## src/rtl/micro_port_rx.sv

```systemverilog
// Receiver for byte writes from the dash microcontroller. Bytes land in a staging
// file, which is copied to the active file (reg_flat) only on a frame boundary.
module micro_port_rx #(
  parameter int NUM_REGS    = 16,
  parameter int ADDR_W      = 4,
  parameter int SYNC_STAGES = 2
) (
  input  logic                  Clk,
  input  logic                  Reset,
  input  logic [7:0]            fpga_port_in,
  input  logic                  fpga_rsel,
  input  logic                  fpga_write,
  input  logic                  frame_start,
  output logic [NUM_REGS*8-1:0] reg_flat,
  output logic [ADDR_W-1:0]     addr_ptr,
  output logic                  dirty,
  output logic                  commit,
  output logic                  addr_err
);

  localparam int GUARD_W = $clog2(SYNC_STAGES + 2);
  localparam logic [GUARD_W-1:0] GUARD_LOAD = GUARD_W'(SYNC_STAGES + 1);
  localparam logic [8:0] NUM_REGS_LIM = 9'(NUM_REGS);

  // Each stage carries {write, rsel, data} so the three stay aligned.
  logic [SYNC_STAGES-1:0][9:0] sync_reg;
  logic                        prev_write_reg;
  logic [GUARD_W-1:0]          guard_reg;
  logic                        evt_next;
  logic                        evt_reg;
  logic                        evt_rsel_reg;
  logic [7:0]                  evt_data_reg;
  logic                        data_wr;
  logic                        addr_wr;
  logic                        addr_in_range;
  logic [NUM_REGS-1:0][7:0]    staging_reg;
  logic [NUM_REGS-1:0][7:0]    active_reg;

  always_ff @(posedge Clk or negedge Reset) begin
    if (!Reset) begin
      sync_reg       <= '0;
      prev_write_reg <= 1'b0;
      guard_reg      <= GUARD_LOAD;
    end else begin
      sync_reg       <= {sync_reg[SYNC_STAGES-2:0], {fpga_write, fpga_rsel, fpga_port_in}};
      prev_write_reg <= sync_reg[SYNC_STAGES-1][9];
      if (guard_reg != '0) guard_reg <= guard_reg - 1'b1;
    end
  end

  // prev_write_reg keeps tracking during the guard window, so a strobe held
  // high across reset release never looks like a fresh rising edge.
  assign evt_next = (guard_reg == '0) && sync_reg[SYNC_STAGES-1][9] && !prev_write_reg;

  always_ff @(posedge Clk or negedge Reset) begin
    if (!Reset) begin
      evt_reg      <= 1'b0;
      evt_rsel_reg <= 1'b0;
      evt_data_reg <= '0;
    end else begin
      evt_reg      <= evt_next;
      evt_rsel_reg <= sync_reg[SYNC_STAGES-1][8];
      evt_data_reg <= sync_reg[SYNC_STAGES-1][7:0];
    end
  end

  assign data_wr       = evt_reg && !evt_rsel_reg;
  assign addr_wr       = evt_reg && evt_rsel_reg;
  assign addr_in_range = {1'b0, evt_data_reg} < NUM_REGS_LIM;

  always_ff @(posedge Clk or negedge Reset) begin
    if (!Reset) begin
      addr_ptr <= '0;
      addr_err <= 1'b0;
    end else if (data_wr) begin
      addr_ptr <= addr_ptr + ADDR_W'(1);
    end else if (addr_wr) begin
      if (addr_in_range) addr_ptr <= evt_data_reg[ADDR_W-1:0];
      else               addr_err <= 1'b1;
    end
  end

  always_ff @(posedge Clk or negedge Reset) begin
    if (!Reset) begin
      staging_reg <= '0;
    end else if (data_wr) begin
      staging_reg[addr_ptr] <= evt_data_reg;
    end
  end

  // A write coinciding with a commit lands in staging only; active takes the
  // pre-write copy and dirty stays set so the next frame picks the byte up.
  always_ff @(posedge Clk or negedge Reset) begin
    if (!Reset) begin
      active_reg <= '0;
      dirty      <= 1'b0;
      commit     <= 1'b0;
    end else begin
      commit <= frame_start && dirty;
      if (frame_start && dirty) active_reg <= staging_reg;
      if (data_wr)          dirty <= 1'b1;
      else if (frame_start) dirty <= 1'b0;
    end
  end

  genvar gi;
  generate
    for (gi = 0; gi < NUM_REGS; gi++) begin : g_flat
      assign reg_flat[8*gi +: 8] = active_reg[gi];
    end
  endgenerate

endmodule
```

## config.mk

```make
export PLATFORM = sky130hd
export DESIGN_NAME = micro_port_rx
export DESIGN_NICKNAME = d
export VERILOG_FILES = /design/src/rtl/micro_port_rx.sv
export SDC_FILE = /design/constraint.sdc
export NUM_CORES = 1
export LEC_CHECK = 0
export ABC_AREA = 1
export BUFFER_PORTS_ARGS = -buffer_cell sky130_fd_sc_hd__buf_2
export CAP_MARGIN = 20
export CORE_MARGIN = 2
export CORE_UTILIZATION = 40
export DETAILED_ROUTE_END_ITERATION = 7
export PLACE_DENSITY = 0.69
export SKIP_CTS_REPAIR_TIMING = 1
export SLEW_MARGIN = 10
export SYNTH_ARGS = -nofsm -noshare
export SYNTH_HDL_FRONTEND = slang
export SYNTH_SLANG_ARGS = --single-unit
export TNS_END_PERCENT = 1
```

## constraint.sdc

```tcl
create_clock -name Clk -period 1.78 [get_ports Clk]
set_input_delay 0.089 -clock Clk [delete_from_list [all_inputs] [get_ports Clk]]
set_output_delay 0.089 -clock Clk [all_outputs]
set_load 0.05 [all_outputs]
```

# Yosys cells after proc, flatten, opt, wreduce, memory -nomap -nowiden

Index checks and enable logic that the tools add are counted.

Add/subtract/negate cells: 2
Magnitude comparators: 3
Muxes and demuxes: 8
Bitwise operators: 2
Reductions and logical operators: 15

Operator list:

| kind                                                | count |
|---|---|
| bitwise mux 128 bit                                 | 1 |
| demux 8 bit (select 4 bit)                          | 1 |
| 2-to-1 mux 4 bit                                    | 3 |
| < comparator 8 x 5 -> 1 bit, second input constant  | 1 |
| 2-to-1 mux 8 bit                                    | 1 |
| nonzero test 2 bit                                  | 4 |
| logical AND 1 bit                                   | 6 |
| < comparator 4 x 5 -> 1 bit, second input constant  | 1 |
| adder 4 x 1 -> 4 bit, second input constant         | 1 |
| >= comparator 4 x 1 -> 1 bit, second input constant | 1 |
| AND reduction 3 bit                                 | 1 |
| logical NOT 1 bit                                   | 2 |
| logical NOT 2 bit                                   | 1 |
| 2-to-1 mux 1 bit                                    | 2 |
| NOT 1 bit                                           | 2 |
| AND reduction 2 bit                                 | 1 |
| subtractor 2 x 1 -> 2 bit, second input constant    | 1 |

Register bits after elaboration: 296
Input port bits: 13

# Longest topological paths before layout

Depth in word-level cells: 5
Depth in mapped cells: 7
Mapped depth without buffers: 6

# Worst setup path before layout

OpenSTA, ideal clock, no wires.

Path type: register -> register
From: register addr_ptr[0]
To: register staging_reg[37] in the netlist's numbering
Setup time: 0.126 ns
Arrival: 1.622 ns
Data required time: 1.654 ns
Slack: 0.032 ns
Cell stages (with the launch flop): 8
Buffers on the path: 1
Period minus slack after synthesis: 1.748 ns
Cells stage by stage: dfrtp_1 -> inv_1 -> ha_1 -> nand2_1 -> nor2_4 -> buf_6 -> nand2_1 -> o21ai_0

Longest elaborated chain between the ends: 5
Elaborated cells on any way between the ends: 6
Those cells by class: order compare (2); mux (3); reduce/logical (1)

Ends and longest elaborated chain:

| element                                                                                           | line | text |
|---|---|---|
| from (decl)                                                                                       | 15   | `output logic [ADDR_W-1:0] addr_ptr,` |
| from (signal assigned)                                                                            | 76   | `addr_ptr <= addr_ptr + ADDR_W'(1);` |
| from (signal assigned)                                                                            | 78   | `if (addr_in_range) addr_ptr <= evt_data_reg[ADDR_W-1:0];` |
| < comparator 4 x 5 -> 1 bit (not written as such) or >= comparator 4 x 1 -> 1 bit (tied branches) | 87   | `staging_reg[addr_ptr] <= evt_data_reg;` |
| logical AND 1 bit (not written as such)                                                           | 87   |  |
| 2-to-1 mux 8 bit (not written as such)                                                            | 87   |  |
| demux 8 bit (select 4 bit) *                                                                      | 87   |  |
| bitwise mux 128 bit *                                                                             | 87   |  |
| to (signal, indexed assignment)                                                                   | 87   |  |
| to (decl)                                                                                         | 36   | `logic [NUM_REGS-1:0][7:0] staging_reg;` |

Mark *: on every way between the ends. The rest lies on a longest branch, timed or not.
A chain may end at the register's enable or synchronous reset.

# Worst setup path in the final report

From: register addr_ptr[0]
To: register staging_reg[81] in the netlist's numbering

The elaborated chain is that of the path after synthesis.

==> results.json <==
{
  "clock_latency_on_the_worst_skew_pair_ns": 0.55,
  "sequentialPowerShare_pct": 44.2,
  "netSwitchingPower_mw": 7.26,
  "yosys_warnings": 0,
  "placed_cells_incl_taps": 1533,
  "path_class": "register to register",
  "slowest_stage": "dfrtp_1",
  "power.combinational.fraction_pct": 26.1,
  "reg2reg_to": "staging_reg[81]$_DFFE_PN0P_",
  "grt.overflow.total": 0,
  "worst-path-max-fanout": 16,
  "hold_class": "input port to asynchronous set/reset pin",
  "post_drt_wl_per_cell_um": 15.6,
  "power.total_mw": 20.2,
  "fmax_mhz": 597,
  "worst_r2r_startpoint": "addr_ptr[0]$_DFFE_PN0P_",
  "drt-total-wl_um": 25000,
  "max-cap-violations": 0,
  "routed-via-count": 7508,
  "final_antenna_net_count": 0,
  "final_min_period_over_clock_period_pct": 94.1,
  "synth_nets": 1090,
  "ir_drop_worst_vdd_mv": 1.04,
  "timing.reg2reg.setup_slack_ns": 0.10,
  "port_buffers": 147,
  "number_of_drc_markers_after_the_initial_detailed_route_iteration": 641,
  "grt_first_pass_wirelength_um": 40100,
  "finalCriticalPeriod_ns": 1.68,
  "synth_cell_type_count": 24,
  "row_count": 60,
  "syn_area_mm2": 0.0110,
  "post_dp_cell_area_mm2": 0.0121,
  "worstPathRequired_ns": 2.19,
  "detailed_place_hpwl_um": 16300,
  "power.internal_mw": 12.9,
  "crit_chain": "inv_1 > ha_1 > nand2_1 > nor2_4 > o21ai_0",
  "status": "completed",
  "synthToLayoutAreaGrowth_pct": 20.2,
  "worst_setup_path_start_kind": "register",
  "starting_density_of_the_core_pct": 40.6,
  "seq_area_frac_synth_pct": 67.6,
  "finish.cell_count_without_fillers": 1597,
  "post_route_cells_drive_above_1_share_pct": 19.1,
  "hold_slack_ns": 0.154,
  "detail_route.vias_per_cell": 4.70,
  "layout.cell_area.non_filler_mm2": 0.0132,
  "rr_worst_depth": 5,
  "clock_transition_at_the_registers_of_the_reported_paths_ns": 0.06,
  "setup_ws_ns": 0.104,
  "antenna_found_initial": 0,
  "drv_slew": 0,
  "drt_pass1_iterations": 5,
  "die-width_um": 169,
  "critical-path-max-stage-delay_ns": 0.44,
  "totalNegativeSetupSlack_ns": 0,
  "die_height_um": 169,
  "crit_arrival_ns": 2.09,
  "cts_tree": "built",
  "clock_tree.buffer_depth": 3,
  "die_area_mm2": 0.0287,
  "max_slew.worst_pin.slew_ns": 0.640,
  "antenna_cells_inserted": 0,
  "timing.final.setup_violations": 0,
  "timing.slew.headroom_pct": 57.3,
  "critPathCaptureType": "register",
  "place_ws_ns": 0.0859,
  "tritoncts_buffers": 30,
  "unrepaired_setup_endpoints_after_global_routing": "true",
  "pin_count_of_the_biggest_net_entering_global_routing": 108,
  "clock_power_share_pct": 29.7,
  "leak_pwr_nw": 6.54,
  "grt_use_total_pct": 17.7,
  "syn_avg_cell_area_um2": 10.2,
  "core_area_mm2": 0.0270,
  "io_pins": 148,
  "report.final.hold_viol_count": 0,
  "cells_after_synthesis": 1072,
  "root_buffer": "clkbuf_16",
  "clock_sinks": 296,
  "postSynthRegisterBits": 296,
  "htree_num_levels": 1,
  "final_net_count": 1255,
  "gp_congestion": 0.752,
  "vias_in_the_first_global_route": 7348,
  "power_per_cell_area_mw_per_mm2": 1530,
  "sw_ratio_pct": 36.0,
  "skew_ns": 0.00974,
  "drc": 0,
  "fin_util_pct": 48.9
}
metal layers:
| metal | share of wire (%) | track usage (%) | up-vias |
|---|---|---|---|
| met4 | 1.7 | 3.34 | 0 |
| li1 | - | - | 3675 |
| met5 | 0 | 0 | - |
| met1 | 48 | 26.0 | 3614 |
| met2 | 45 | 27.9 | 183 |
| met3 | 4.9 | 3.22 | 36 |
worst max-delay path by stage:
stage,start,to,slack (ns),depth (start not counted)
3_5_place_dp,addr_ptr[0]$_DFFE_PN0P_,staging_reg[114]$_DFFE_PN0P_,0.09,5
5_1_grt,addr_ptr[0]$_DFFE_PN0P_,staging_reg[69]$_DFFE_PN0P_,-0.07,6
6_report,addr_ptr[0]$_DFFE_PN0P_,staging_reg[81]$_DFFE_PN0P_,0.10,5
3_3_place_gp,addr_ptr[0]$_DFFE_PN0P_,staging_reg[114]$_DFFE_PN0P_,0.15,5
4_1_cts,addr_ptr[0]$_DFFE_PN0P_,staging_reg[114]$_DFFE_PN0P_,0.08,5
2_1_floorplan,addr_ptr[0]$_DFFE_PN0P_,staging_reg[37]$_DFFE_PN0P_,0.03,7
worst max-delay path: cells and delay by family, from the launching register on:
family | cells | cell delay, ns
AO/OA/AOI/OAI | 1 | 0.14
adder cells (fa/ha/maj) | 1 | 0.20
flip-flops | 1 | 0.44
buffers and inverters | 1 | 0.15
AND/OR/NAND/NOR | 2 | 0.61
kinds of logic (layout without fill, tap and decap cells):
kind of cell,count (synthesis),after routing,share of synthesized area (%)
AOI/OAI and AO/OA,233,233,10.7
xor gates and xnor gates,1,1,0.0800
buffers and inverters,167,351,6.98
adders and majority gates,5,5,0.571
DFF,296,296,67.6
and+or+nand+nor,370,370,14.0
power by group through the flow:
| stage | combinational, mW | sequential [mW] | clock, mW |
|---|---|---|---|
| after global routing | 5.70 | 9.07 | 6.38 |
| after global placement | 5.17 | 8.99 | 0 |
| after floorplan | 1.33 | 11.4 | 0 |
| after CTS | 5.30 | 8.91 | 6.12 |
| final | 5.26 | 8.90 | 5.99 |
| after detailed placement | 5.28 | 9.01 | 0 |
layout make-up:
| cell class | count | area [um^2] |
|---|---|---|
| well taps | 341 | 427 |
| inverters | 114 | 428 |
| clock buffers | 45 | 878 |
| fillers | 2470 | 13800 |
| multi-input cells | 609 | 2790 |
| flip-flops and latches | 296 | 7410 |
| clock inverters | 6 | 60.1 |
| repair buffers | 186 | 1180 |
synthesized netlist by cell type, drive strengths merged:
cell	n	area share, %
nand2	343	12
dfrtp	294	67
o21ai	230	11
inv	114	3.9
buf	32	2.4
clkbuf	21	0.72
nor2	18	1.6
nand3	7	0.46
ha	5	0.57
dfstp	2	0.48
a21oi	1	0.046
a31o	1	0.080
nand3b	1	0.069
nand4	1	0.057
o22ai	1	0.057
xnor2	1	0.080
cell usage in the layout, fill, tap and decap left out:
cell,synthesis,routed
nand3_2,3,3
buf_2,11,146
o22ai_1,1,1
nand2_1,340,339
ha_1,5,5
o21ai_0,223,223
dfstp_2,2,2
dfrtp_1,294,294
a31o_2,1,1
nand2_4,1,2
nand2_2,2,2
bufinv_16,0,1
clkinvlp_4,0,2
dlygate4sd3_1,0,12
buf_12,0,9
nand3_1,4,4
nor2_1,4,4
clkbuf_8,0,5
o21ai_1,7,7
clkinv_2,0,3
buf_4,1,18
nand3b_1,1,1
nand4_1,1,1
xnor2_1,1,1
clkbuf_1,21,9
a21oi_1,1,1
inv_1,114,114
clkbuf_16,0,31
buf_8,0,1
nor2_4,14,14
Note: power is estimated with default switching activity, not from simulation.
